==> config.mk <==
export PLATFORM = sky130hd
export DESIGN_NAME = dcpl_ctrl_seq_flat
export DESIGN_NICKNAME = d
export VERILOG_FILES = /design/src/rtl/dcpl_ctrl_seq_if.sv /design/src/rtl/dcpl_ctrl_seq.sv /design/src/flat_wrapper.sv
export SDC_FILE = /design/constraint.sdc
export NUM_CORES = 1
export LEC_CHECK = 0
export BUFFER_PORTS_ARGS = -buffer_cell sky130_fd_sc_hd__buf_4
export CAP_MARGIN = 10
export CORE_ASPECT_RATIO = 0.75
export CORE_MARGIN = 4
export CORE_UTILIZATION = 52
export DETAILED_ROUTE_END_ITERATION = 10
export HOLD_SLACK_MARGIN = 0.02
export PLACE_DENSITY = 0.81
export SYNTH_ARGS = -nofsm -noshare
export SYNTH_HDL_FRONTEND = slang
export SYNTH_SLANG_ARGS = --single-unit
==> constraint.sdc <==
create_clock -name aclk -period 5.1 [get_ports aclk]
set_clock_uncertainty 0.15 [all_clocks]
set_input_delay 0.765 -clock aclk [delete_from_list [all_inputs] [get_ports aclk]]
set_output_delay 0.765 -clock aclk [all_outputs]
set_load 0.01 [all_outputs]
==> src/rtl/dcpl_ctrl_seq_if.sv <==
// Decouple-control bundle between host/shell logic (master) and dcpl_ctrl_seq (slave).
interface dcpl_ctrl_seq_if #(
  parameter int CNT_BITS = 8
);
  logic                dcpl_req;
  logic                rlse_req;
  logic                issue;
  logic                cmpl;
  logic                block_new;
  logic                decouple;
  logic                dcpl_done;
  logic                busy;
  logic                timeout_err;
  logic                cnt_ovf;
  logic [CNT_BITS-1:0] outstanding;

  modport master (
    output dcpl_req, rlse_req, issue, cmpl,
    input  block_new, decouple, dcpl_done, busy, timeout_err, cnt_ovf, outstanding
  );

  modport slave (
    input  dcpl_req, rlse_req, issue, cmpl,
    output block_new, decouple, dcpl_done, busy, timeout_err, cnt_ovf, outstanding
  );
endinterface

==> src/rtl/dcpl_ctrl_seq.sv <==
// Per-region decouple sequencer: block new traffic, drain in-flight work (bounded), decouple, settle on release.
// Outputs decode from registered state; dcpl_req to decouple is 2 cycles minimum, release takes SETTLE_CYCLES+1.
module dcpl_ctrl_seq #(
  parameter int CNT_BITS       = 8,
  parameter int TIMEOUT_CYCLES = 4096,
  parameter int SETTLE_CYCLES  = 4
) (
  input  logic            aclk,
  input  logic            areset,
  dcpl_ctrl_seq_if.slave  ctl
);

  typedef enum logic [1:0] {S_IDLE, S_DRAIN, S_DCPL, S_RLSE} state_e;

  localparam int TW = (TIMEOUT_CYCLES > 1) ? $clog2(TIMEOUT_CYCLES) : 1;
  localparam int SW = (SETTLE_CYCLES > 1) ? $clog2(SETTLE_CYCLES) : 1;
  localparam logic [TW-1:0] TMR_LOAD = (TIMEOUT_CYCLES > 0) ? TW'(TIMEOUT_CYCLES - 1) : '0;
  localparam logic [SW-1:0] SET_LOAD = (SETTLE_CYCLES > 0) ? SW'(SETTLE_CYCLES - 1) : '0;

  state_e              state_q, state_d;
  logic [CNT_BITS-1:0] cnt_q, cnt_d, cnt_upd;
  logic [TW-1:0]       tmr_q, tmr_d;
  logic [SW-1:0]       set_q, set_d;
  logic                terr_q, terr_d;
  logic                ovf_q, ovf_d;

  always_ff @(posedge aclk) begin
    if (areset) begin
      state_q <= S_IDLE;
      cnt_q   <= '0;
      tmr_q   <= '0;
      set_q   <= '0;
      terr_q  <= 1'b0;
      ovf_q   <= 1'b0;
    end else begin
      state_q <= state_d;
      cnt_q   <= cnt_d;
      tmr_q   <= tmr_d;
      set_q   <= set_d;
      terr_q  <= terr_d;
      ovf_q   <= ovf_d;
    end
  end

  // In-flight tracking runs in every state; saturates high, never wraps below zero.
  always_comb begin
    cnt_upd = cnt_q;
    ovf_d   = ovf_q;
    if (ctl.issue && !ctl.cmpl) begin
      if (cnt_q == '1) ovf_d = 1'b1;
      else             cnt_upd = cnt_q + CNT_BITS'(1);
    end else if (ctl.cmpl && !ctl.issue && (cnt_q != '0)) begin
      cnt_upd = cnt_q - CNT_BITS'(1);
    end
  end

  always_comb begin
    state_d = state_q;
    tmr_d   = tmr_q;
    set_d   = set_q;
    terr_d  = terr_q;
    unique case (state_q)
      S_IDLE: begin
        if (ctl.dcpl_req) begin
          state_d = S_DRAIN;
          tmr_d   = TMR_LOAD;
          terr_d  = 1'b0;
        end
      end
      S_DRAIN: begin
        // A late issue racing block_new keeps us draining rather than being wiped by the clear.
        if ((cnt_q == '0) && (cnt_upd == '0)) begin
          state_d = S_DCPL;
        end else if ((TIMEOUT_CYCLES != 0) && (tmr_q == '0)) begin
          state_d = S_DCPL;
          terr_d  = 1'b1;
        end else if (tmr_q != '0) begin
          tmr_d = tmr_q - TW'(1);
        end
      end
      S_DCPL: begin
        if (ctl.rlse_req) begin
          state_d = S_RLSE;
          set_d   = SET_LOAD;
        end
      end
      S_RLSE: begin
        if (set_q == '0) state_d = S_IDLE;
        else             set_d   = set_q - SW'(1);
      end
      default: state_d = S_IDLE;
    endcase
  end

  // The region is reset during reconfiguration, so its count restarts from zero.
  always_comb begin
    cnt_d = cnt_upd;
    if ((state_d == S_DCPL) && (state_q != S_DCPL)) cnt_d = '0;
  end

  always_comb begin
    ctl.block_new   = (state_q != S_IDLE);
    ctl.decouple    = (state_q == S_DCPL) || (state_q == S_RLSE);
    ctl.dcpl_done   = (state_q == S_DCPL);
    ctl.busy        = (state_q == S_DRAIN) || (state_q == S_RLSE);
    ctl.timeout_err = terr_q;
    ctl.cnt_ovf     = ovf_q;
    ctl.outstanding = cnt_q;
  end

endmodule

==> src/flat_wrapper.sv <==
// flat-port wrapper written by rule: the top's interface ports become plain ports
module dcpl_ctrl_seq_flat 
#(
  parameter int CNT_BITS       = 8,
  parameter int TIMEOUT_CYCLES = 4096,
  parameter int SETTLE_CYCLES  = 4
)
  (aclk, areset, ctl_dcpl_req, ctl_rlse_req, ctl_issue, ctl_cmpl, ctl_block_new, ctl_decouple, ctl_dcpl_done, ctl_busy, ctl_timeout_err, ctl_cnt_ovf, ctl_outstanding);
  dcpl_ctrl_seq_if #(.CNT_BITS(CNT_BITS)) ctl_i ();
  input  logic aclk;
  input  logic areset;
  input wire logic [$bits(ctl_i.dcpl_req)-1:0] ctl_dcpl_req;
  input wire logic [$bits(ctl_i.rlse_req)-1:0] ctl_rlse_req;
  input wire logic [$bits(ctl_i.issue)-1:0] ctl_issue;
  input wire logic [$bits(ctl_i.cmpl)-1:0] ctl_cmpl;
  output wire logic [$bits(ctl_i.block_new)-1:0] ctl_block_new;
  output wire logic [$bits(ctl_i.decouple)-1:0] ctl_decouple;
  output wire logic [$bits(ctl_i.dcpl_done)-1:0] ctl_dcpl_done;
  output wire logic [$bits(ctl_i.busy)-1:0] ctl_busy;
  output wire logic [$bits(ctl_i.timeout_err)-1:0] ctl_timeout_err;
  output wire logic [$bits(ctl_i.cnt_ovf)-1:0] ctl_cnt_ovf;
  output wire logic [$bits(ctl_i.outstanding)-1:0] ctl_outstanding;
  assign ctl_i.dcpl_req = ctl_dcpl_req;
  assign ctl_i.rlse_req = ctl_rlse_req;
  assign ctl_i.issue = ctl_issue;
  assign ctl_i.cmpl = ctl_cmpl;
  assign ctl_block_new = ctl_i.block_new;
  assign ctl_decouple = ctl_i.decouple;
  assign ctl_dcpl_done = ctl_i.dcpl_done;
  assign ctl_busy = ctl_i.busy;
  assign ctl_timeout_err = ctl_i.timeout_err;
  assign ctl_cnt_ovf = ctl_i.cnt_ovf;
  assign ctl_outstanding = ctl_i.outstanding;
  dcpl_ctrl_seq #(.CNT_BITS(CNT_BITS), .TIMEOUT_CYCLES(TIMEOUT_CYCLES), .SETTLE_CYCLES(SETTLE_CYCLES)) u_core (.aclk(aclk), .areset(areset), .ctl(ctl_i));
endmodule
==> impl_metrics.py, run 1 <==
metrics = {
    "logic_synthesis": {
        "netlist_top_cells_area": "dfxtp_1 32%, a31oi_1 4.6%, or4_1 4.2%",
        "yosys.area_share.simple": 0.3122,
        "syn_avg_cell_area_um2": 8.260,
        "synthArstFlopShare": 0,
        "ys_ff_latch": 26,
        "synth.distinct_cells": 48,
        "synthXorXnorAreaFrac": 0.02164,
        "synthCells": 196,
        "synth_warnings": 0,
        "synthTopCellsByCount": "26 x dfxtp_1, 12 x a31oi_1, 12 x nand2_1, 12 x nor3_1, 10 x o21ai_0",
        "synth_area_leader_cell": "dfxtp_1",
        "yosysMostFrequentCell": "dfxtp_1",
        "synth_top_family_by_area": "simple AND/OR/NAND/NOR gates",
        "synth-edff-count": 0,
        "synthAdderAreaFrac": 0.03864,
        "synth_nets": 207,
        "synth_compound_area_frac": 0.1947,
        "ys_seq_area_frac": 0.3215,
        "syn_area_mm2": 0.001619,
        "synthMuxAreaShare": 0.04173,
        "yosys.area.top_type_share": 0.3215,
        "yosys_most_used_dff": "dfxtp_1",
    },
    "route": {
        "routed.top_layer": "met4",
        "ant_nets": 0,
        "vias_per_cell": 6.318,
        "wl_met1_um": 1763,
        "routed_wl_um": 3592,
        "drc_errors": 0,
        "wl_per_cell_um": 14.84,
        "via_count": 1529,
        "initialDrtViolationCount": 135,
        "wl_met2_um": 1617,
        "met3WireLength_um": 197,
        "dr.pass1.iters": 5,
    },
    "min_path": {
        "hp-class": "flip-flop to flip-flop",
    },
    "placed_design": {
        "port-buffer-count": 19,
        "gp_congestion": 0.9058,
        "pre_cts_ws_ns": 2.117,
        "hpwl_um": 2604,
    },
    "global_route": {
        "grt_pass1_vias": 1388,
        "grt_pass1_wl_um": 6230,
        "track_usage": 0.1841,
        "grt_max_degree": 27,
        "antenna_found_initial": 0,
        "overflow": 0,
    },
    "die": {
        "rows": 17,
        "die_height_um": 56.33,
        "start_util": 0.5476,
        "io_pins": 20,
        "fp.dieArea_mm2": 0.004080,
        "die_w_um": 72.43,
        "core_area_mm2": 0.002957,
    },
    "worst_setup_path": {
        "crit_path_end_kind": "flip-flop",
        "critPathMaxFanout": 13,
        "required_ns": 5.13,
        "cpLargestDelayFamily": "compound AO/OA/AOI/OAI gates",
        "worst-path-buf-inv": 0,
        "crit_chain": "ha_1 > nand3_1 > o21ai_1 > mux2i_2 > a21oi_2 > nor4_1",
        "worst_path_largest_cell_delay_ns": 0.65,
        "arrival_ns": 2.82,
        "slowest_stage": "mux2i_2",
        "worstSetupPathType": "flip-flop to flip-flop",
        "start_kind": "flip-flop",
    },
    "timing": {
        "hold_viol": 0,
        "relSlewSlack": 0.5600,
        "setup_ws_ns": 2.308,
        "setup_viol": 0,
        "rsz0062_at_grt": "false",
        "fmax_mhz": 358.2,
        "tightest_slew_ns": 0.6473,
        "drv_slew": 0,
        "finalCriticalPeriod_ns": 2.792,
        "tns_ns": 0,
        "fin_crit_sh": 0.5474,
    },
    "pwr": {
        "power_w": 0.001121,
        "leakage_nw": 0.6437,
        "irDropWorstVdd_mv": 0.3722,
        "power_density_mw_per_mm2": 631.2,
    },
    "clock_tree": {
        "numCtsBuffers": 3,
        "clockBufferDepth": 2,
        "cts_resized": 0,
        "insertion_delay_ns": 0.27,
        "holdBufCountCts": 0,
        "cts_tree": "yes",
        "htree_levels": 1,
        "cts_num_sinks": 26,
        "path_clk_slew_ns": 0.09,
        "cts_setup_buffers": 0,
        "cts_root_buf": "clkbuf_8",
    },
    "status": {
        "status": "complete, no violations",
    },
    "finish": {
        "drive_gt1_frac": 0.1716,
        "final_util": 0.6009,
        "syn_to_final_growth_pct": 9.737,
        "nets": 217,
        "antennaDiodeCount": 0,
    },
    "run": {
        "max-cap-violations": 0,
    },
}
==> through the flow <==
stage / area [µm²] / hold slack [ns] / std cells
2_1_floorplan: 1619 / 0.3101 / 196
3_3_place_gp: 1730 / 0.3165 / 238
3_5_place_dp: 1730 / 0.3184 / 238
4_1_cts: 1772 / 0.3418 / 241
5_1_grt: 1777 / 0.3712 / 242
6_report: 1777 / 0.3414 / 242
==> where the power goes <==
group	internal, W	switching, W
Clock	0.0000529	0.0000623
Sequential	0.000272	0.000102
Combinational	0.000268	0.000364
==> registers in the layout, indices dropped and copies added (netlist names) <==
signal                  cells
u_core.ctl.cnt_ovf          1
u_core.ctl.outstanding      8
u_core.ctl.timeout_err      1
u_core.set_q                2
u_core.state_q              2
u_core.tmr_q               12
==> cell type report <==
class,count,area [µm²]
Clock buffer,3,41.29
Fill cell,268,1180
Inverter,9,33.78
Multi-Input combinational cell,146,985.9
Sequential cell,26,520.5
Tap cell,38,47.55
Timing Repair Buffer,20,147.6
==> per-layer routing <==
metal / track usage / vias up
met5: 0 / -
met4: 0.03947 / 0
met3: 0.03757 / 2
met2: 0.2802 / 54
met1: 0.2675 / 713
li1: - / 760
==> cell families after synthesis <==
family / count (synthesis)
DFF: 26
and+or+nand+nor: 83
adders and majority gates: 5
AOI/OAI and AO/OA: 48
xor gates and xnor gates: 4
muxes: 6
buffers and inverters: 24
==> worst paths after layout <==
check | from | to | slack [ns] | cells past startpoint
max | u_core.ctl.outstanding[0]$_SDFF_PP0_ | u_core.ctl.outstanding[7]$_SDFF_PP0_ | 2.31 | 6
min | u_core.ctl.cnt_ovf$_SDFFE_PP0P_ | u_core.ctl.cnt_ovf$_SDFFE_PP0P_ | 0.34 | 2
max reg2reg | u_core.ctl.outstanding[0]$_SDFF_PP0_ | u_core.ctl.outstanding[7]$_SDFF_PP0_ | 2.31 | 6
min reg2reg | u_core.ctl.cnt_ovf$_SDFFE_PP0P_ | u_core.ctl.cnt_ovf$_SDFFE_PP0P_ | 0.34 | 2
==> worst reg2reg max path, delay by kind of cell, from the launching register on <==
family,cells,cell delay (ns)
AOI/OAI and AO/OA,2,0.74
muxes,1,0.66
DFF,1,0.50
and+or+nand+nor,2,0.40
adders and majority gates,1,0.26
==> placed cells by master, fill, tap and decap left out, types with 3 or more instances in the layout <==
master,count
dfxtp_1,26
buf_4,19
nor3_1,12
nand2_1,12
a31oi_1,12
o21ai_0,10
inv_1,9
or4_1,9
nor2_1,7
or3_1,7
nor4_1,6
a21oi_1,6
nor2b_1,5
nand4_1,5
ha_1,5
xnor2_1,4
a211oi_1,4
and4_1,4
or2_2,3
mux2_2,3
o31ai_1,3
clkbuf_8,3
Power figures use the tool's default switching activity.
==> run 2, diff against run 1 <==
==> constraint.sdc (replaced) <==
create_clock -name aclk -period 2.87 [get_ports aclk]
set_clock_uncertainty 0.15 [all_clocks]
set_input_delay 0.4305 -clock aclk [delete_from_list [all_inputs] [get_ports aclk]]
set_output_delay 0.4305 -clock aclk [all_outputs]
set_load 0.01 [all_outputs]
==> run 2 against run 1 <==
Net effect:
- combinational power rose by 80%
- critical path depth did not move
- clock power rose by 110%
- non-clock buffer count rose by 2
- worst setup slack got worse by 2.2 ns
- sequential cell count did not move
- routed wire length rose by 7.8%
- first-iteration DRC count fell by 33%
- design area rose by 1.8%
- register-to-register slack got worse by 2.2 ns
- critical path type unchanged
- largest cell class unchanged
==> impl_metrics.py, run 2 (synthesis results as in run 1) <==
metrics = {
    "finish": {
        "largest_register_ffs": 12,
        "final_cell_mix": "26 x dfxtp_1, 22 x buf_4, 12 x nor3_1, 12 x nand2_1, 12 x a31oi_1",
        "syn_to_final_growth_pct": 11.67,
        "top_register": "u_core.tmr_q",
        "drive_gt1_frac": 0.1836,
        "layout_commonest_cell": "dfxtp_1",
        "antennaDiodeCount": 0,
        "final_util": 0.6115,
        "nets": 219,
    },
    "global_route": {
        "grt_pass1_vias": 1484,
        "track_usage": 0.1999,
        "antenna_found_initial": 0,
        "grt_max_degree": 27,
        "overflow": 0,
        "grt_pass1_wl_um": 6665,
    },
    "clock_tree": {
        "holdBufCountCts": 0,
        "numCtsBuffers": 3,
        "insertion_delay_ns": 0.27,
        "path_clk_slew_ns": 0.09,
        "cts_resized": 0,
        "cts_root_buf": "clkbuf_8",
        "cts_tree": "yes",
        "cts_num_sinks": 26,
        "clockBufferDepth": 2,
        "cts_setup_buffers": 0,
        "htree_levels": 1,
    },
    "timing": {
        "tightest_slew_ns": 0.6017,
        "relSlewSlack": 0.5909,
        "rsz0062_at_grt": "false",
        "hold_viol": 0,
        "drv_slew": 0,
        "setup_ws_ns": 0.1561,
        "tns_ns": 0,
        "setup_viol": 0,
        "fin_crit_sh": 0.9456,
        "fmax_mhz": 368.5,
        "finalCriticalPeriod_ns": 2.714,
    },
    "route": {
        "wl_per_cell_um": 15.81,
        "dr.pass1.iters": 4,
        "ant_nets": 0,
        "vias_per_cell": 6.404,
        "drc_errors": 0,
        "initialDrtViolationCount": 90,
        "via_count": 1569,
        "routed_wl_um": 3873,
    },
    "worst_setup_path": {
        "worstSetupPathType": "flip-flop to flip-flop",
        "start_kind": "flip-flop",
        "rrSetupSlack_ns": 0.16,
        "worstSetupStartpoint": "u_core.ctl.outstanding[0]$_SDFF_PP0_",
        "cpLargestDelayFamily": "simple AND/OR/NAND/NOR gates",
        "worst-path-buf-inv": 0,
        "critPathMaxFanout": 13,
        "worst_path_largest_cell_delay_ns": 0.53,
        "crit_chain": "ha_1 > nor4bb_1 > nor4b_2 > mux2i_2 > a21oi_2 > nor4_1",
        "slowest_stage": "nor4bb_1",
        "arrival_ns": 2.74,
        "worstReg2RegStart": "u_core.ctl.outstanding[0]$_SDFF_PP0_",
        "required_ns": 2.90,
        "crit_path_end_kind": "flip-flop",
    },
    "die": {
        "core_area_mm2": 0.002957,
        "rows": 17,
        "start_util": 0.5476,
        "fp.dieArea_mm2": 0.004080,
        "io_pins": 20,
        "die_height_um": 56.33,
        "die_w_um": 72.43,
    },
    "pwr": {
        "power_w": 0.002046,
        "irDropWorstVdd_mv": 0.7169,
        "leakage_nw": 0.6616,
        "power_density_mw_per_mm2": 1132,
    },
    "status": {
        "status": "complete, no violations",
    },
    "run": {
        "max-cap-violations": 0,
    },
    "placed_design": {
        "hpwl_um": 2782,
        "port-buffer-count": 19,
        "gp_congestion": 0.8914,
        "pre_cts_ws_ns": 0.2041,
    },
    "min_path": {
        "hp-start": "u_core.ctl.cnt_ovf$_SDFFE_PP0P_",
        "hp-class": "flip-flop to flip-flop",
    },
}
[run 2: cell types whose count changed in the layout (fill, tap and decap cells not counted), sizes merged]
cell,previous run,this run
buf,19,22
[run 2: stage by stage]
step                      hold WS, ns  instance area [µm²]  std cells
final                          0.3415                 1808        245
after detailed placement       0.3300                 1753        241
after floorplan                0.3101                 1619        196
after global routing           0.3769                 1808        245
after CTS                      0.3538                 1808        245
after global placement         0.3141                 1753        241
[run 2: layout make-up]
type,instances,area [µm²]
Timing Repair Buffer,22,165.2
Multi-Input combinational cell,146,985.9
Sequential cell,26,520.5
Fill cell,255,1149
Inverter,9,33.78
Clock buffer,4,55.05
Tap cell,38,47.55
[run 2: final timing paths]
path                                                to  cells after the start
hold / removal         u_core.ctl.cnt_ovf$_SDFFE_PP0P_                      2
hold reg to reg        u_core.ctl.cnt_ovf$_SDFFE_PP0P_                      2
setup reg to reg  u_core.ctl.outstanding[2]$_SDFF_PP0_                      6
setup / recovery  u_core.ctl.outstanding[2]$_SDFF_PP0_                      6
[run 2: routing by layer]
metal  global-route usage  part of all wire  up-vias
li1                     -                 -      764
met1               0.2783              0.46      750
met3              0.04472             0.064        2
met5                    0                 0        -
met2               0.3178              0.47       53
met4              0.03947            0.0034        0
[run 2: tightest hold or removal path, stage by stage (launching register included)]
cell and delay [ns]:
dfxtp_1 0.35, a21oi_1 0.05, nor2_1 0.07
[run 2: power breakdown]
part	internal [W]	total [W]	leakage [nW]	switching [W]
Sequential	0.000483	0.000668	0.214	0.000185
Clock	0.000123	0.000236	0.0288	0.000113
Combinational	0.000481	0.00114	0.419	0.000661
==> run 3, diff against run 2 <==
--- a/config.mk
+++ b/config.mk
@@ -5,14 +5,15 @@
 export SDC_FILE = /design/constraint.sdc
 export NUM_CORES = 1
 export LEC_CHECK = 0
-export BUFFER_PORTS_ARGS = -buffer_cell sky130_fd_sc_hd__buf_4
+export ABC_AREA = 1
+export BUFFER_PORTS_ARGS = -buffer_cell sky130_fd_sc_hd__buf_2
 export CAP_MARGIN = 10
 export CORE_ASPECT_RATIO = 0.75
 export CORE_MARGIN = 4
 export CORE_UTILIZATION = 52
 export DETAILED_ROUTE_END_ITERATION = 10
 export HOLD_SLACK_MARGIN = 0.02
-export PLACE_DENSITY = 0.81
+export PLACE_DENSITY = 0.8
 export SYNTH_ARGS = -nofsm -noshare
 export SYNTH_HDL_FRONTEND = slang
 export SYNTH_SLANG_ARGS = --single-unit
==> run 3 against run 2 <==
Net effect:
- die area increased by 15%
- worst hold slack got worse by 0.055 ns
- sequential power increased by 4.9%
- routed wire length rose by 6.0%
- first-iteration DRC count grew 80%
- critical path depth up 5
- core utilization decreased by 0.26 points
- via count up 13%
- combinational power rose by 29%
- synthesized cell count up 41%
- largest power group unchanged
==> impl_metrics.py, run 3 <==
metrics = {
    "status": {
        "status": "complete, no violations",
    },
    "route": {
        "vias_per_cell": 5.181,
        "routed_wl_um": 4107,
        "via_count": 1772,
        "dr.pass1.iters": 4,
        "drc_errors": 0,
        "initialDrtViolationCount": 162,
        "wl_per_cell_um": 12.01,
        "ant_nets": 0,
    },
    "placed_design": {
        "port-buffer-count": 19,
        "pre_cts_ws_ns": 0.3415,
        "hpwl_um": 3030,
        "gp_congestion": 0.9228,
    },
    "logic_synthesis": {
        "synth_warnings": 0,
        "synth_top_family_by_area": "simple AND/OR/NAND/NOR gates",
        "yosys_most_used_dff": "dfxtp_1",
        "netlist_top_cells_area": "dfxtp_1 27%, nand2_1 9.3%, inv_1 7.3%",
        "synthAdderAreaFrac": 0.03294,
        "yosys.area_share.simple": 0.4275,
        "ys_seq_area_frac": 0.2740,
        "synth_area_leader_cell": "dfxtp_1",
        "syn_avg_cell_area_um2": 6.857,
        "yosys.area.top_type_share": 0.2740,
        "synthMuxAreaShare": 0,
        "yosysMostFrequentCell": "nand2_1",
        "synthArstFlopShare": 0,
        "synth-edff-count": 0,
        "syn_area_mm2": 0.001899,
        "synth.distinct_cells": 37,
        "synth_compound_area_frac": 0.1238,
        "synthTopCellsByCount": "47 x nand2_1, 37 x inv_1, 27 x nor2_1",
        "synthXorXnorAreaFrac": 0.01845,
        "synthCells": 277,
        "synth_nets": 288,
        "ys_ff_latch": 26,
    },
    "finish": {
        "top_register": "u_core.tmr_q",
        "largest_register_ffs": 12,
        "final_cell_mix": "47 x nand2_1, 37 x inv_1, 27 x nor2_1",
        "syn_to_final_growth_pct": 9.025,
        "antennaDiodeCount": 0,
        "layout_commonest_cell": "nand2_1",
        "drive_gt1_frac": 0.2774,
        "nets": 304,
    },
    "global_route": {
        "grt_max_degree": 16,
        "grt_pass1_vias": 1588,
        "antenna_found_initial": 0,
        "grt_pass1_wl_um": 7044,
        "track_usage": 0.1822,
        "overflow": 0,
    },
    "timing": {
        "rsz0062_at_grt": "false",
        "setup_viol": 0,
        "setup_ws_ns": 0.2810,
        "drv_slew": 0,
        "relSlewSlack": 0.6520,
        "fin_crit_sh": 0.9021,
        "tns_ns": 0,
        "tightest_slew_ns": 0.5208,
        "fmax_mhz": 386.3,
        "hold_viol": 0,
        "finalCriticalPeriod_ns": 2.589,
    },
    "clock_tree": {
        "htree_levels": 1,
        "cts_num_sinks": 26,
        "cts_resized": 0,
        "holdBufCountCts": 0,
        "numCtsBuffers": 3,
        "cts_root_buf": "clkbuf_8",
        "clockBufferDepth": 2,
        "path_clk_slew_ns": 0.10,
        "insertion_delay_ns": 0.27,
        "cts_setup_buffers": 0,
        "cts_tree": "yes",
    },
    "worst_setup_path": {
        "arrival_ns": 2.62,
        "worstSetupPathType": "flip-flop to flip-flop",
        "required_ns": 2.90,
        "start_kind": "flip-flop",
        "crit_path_end_kind": "flip-flop",
        "critPathMaxFanout": 14,
    },
    "pwr": {
        "power_density_mw_per_mm2": 1198,
        "irDropWorstVdd_mv": 0.7453,
        "leakage_nw": 0.9622,
    },
    "die": {
        "core_area_mm2": 0.003401,
        "io_pins": 20,
        "start_util": 0.5585,
        "fp.dieArea_mm2": 0.004694,
        "die_w_um": 77.79,
        "rows": 18,
        "die_height_um": 60.34,
    },
    "min_path": {
        "hp-class": "flip-flop to flip-flop",
    },
    "run": {
        "max-cap-violations": 0,
    },
}
==> run 3: changes by cell type after synthesis, sizes merged, moves of 6 or more <==
cell   previous run  this run
or3               7         0
a31oi            12         3
nor4              7         1
nor2              7        33
or2               3         9
nand4             5        15
or4               9         0
nand2            12        65
nand3             2        24
a21oi             7        17
inv               9        43
==> run 3: cells by family after synthesis <==
| group | Yosys count |
|---|---|
| AOI/OAI and AO/OA | 33 |
| adders and majority gates | 5 |
| and+or+nand+nor | 156 |
| DFF | 26 |
| buffers and inverters | 53 |
| xor gates and xnor gates | 4 |
==> run 3: through the flow <==
step,power [W],hold WS [ns],util,instances,area (µm²)
6_report,0.002481,0.2868,0.6089,342,2071
5_1_grt,0.002716,0.3239,0.6089,342,2071
4_1_cts,0.002475,0.2898,0.6089,342,2071
3_5_place_dp,0.002154,0.2776,0.5879,338,1999
3_3_place_gp,0.002121,0.2622,0.5879,338,1999
2_1_floorplan,0.001907,0.2527,-,277,1899
==> run 3: critical path, cell delays in order, from the launching register on <==
cell and delay (ns):
dfxtp_1 0.31, inv_1 0.13, ha_1 0.17, inv_1 0.07, nor3_2 0.20, nand3b_1 0.20, nor4_1 0.32, nand2_1 0.42
nand3_4 0.35, nand2_1 0.08, inv_1 0.06, nor2_1 0.04
==> run 3: final timing paths <==
kind / cells after the start / slack [ns] / start / to
setup / recovery: 11 / 0.28 / u_core.tmr_q[0]$_SDFFE_PP0P_ / u_core.tmr_q[0]$_SDFFE_PP0P_
setup reg to reg: 11 / 0.28 / u_core.tmr_q[0]$_SDFFE_PP0P_ / u_core.tmr_q[0]$_SDFFE_PP0P_
hold / removal: 1 / 0.29 / u_core.set_q[0]$_SDFFE_PP0P_ / u_core.set_q[0]$_SDFFE_PP0P_
hold reg to reg: 1 / 0.29 / u_core.set_q[0]$_SDFFE_PP0P_ / u_core.set_q[0]$_SDFFE_PP0P_
==> run 3: final cells by class <==
class                           count  area, µm²
Fill cell                         301       1330
Sequential cell                    26      520.5
Clock inverter                      1      30.03
Inverter                           43      161.4
Timing Repair Buffer               21      110.1
Tap cell                           50      62.56
Clock buffer                        3      41.29
Multi-Input combinational cell    198       1145
==> run 3: layer usage <==
metal  global-route usage  wire length, µm
met5                    0                0
met4              0.04822               40
met3              0.03412              216
met2               0.2841             1699
met1               0.2608             2150
==> run 3: where the power goes <==
group | total, W | switching, W | leakage (nW) | internal, W
registers | 0.000701 | 0.000194 | 0.214 | 0.000507
clock network | 0.000310 | 0.000124 | 0.0357 | 0.000187
logic | 0.00147 | 0.000910 | 0.712 | 0.000560
total | 0.00248 | 0.00123 | 0.962 | 0.00125
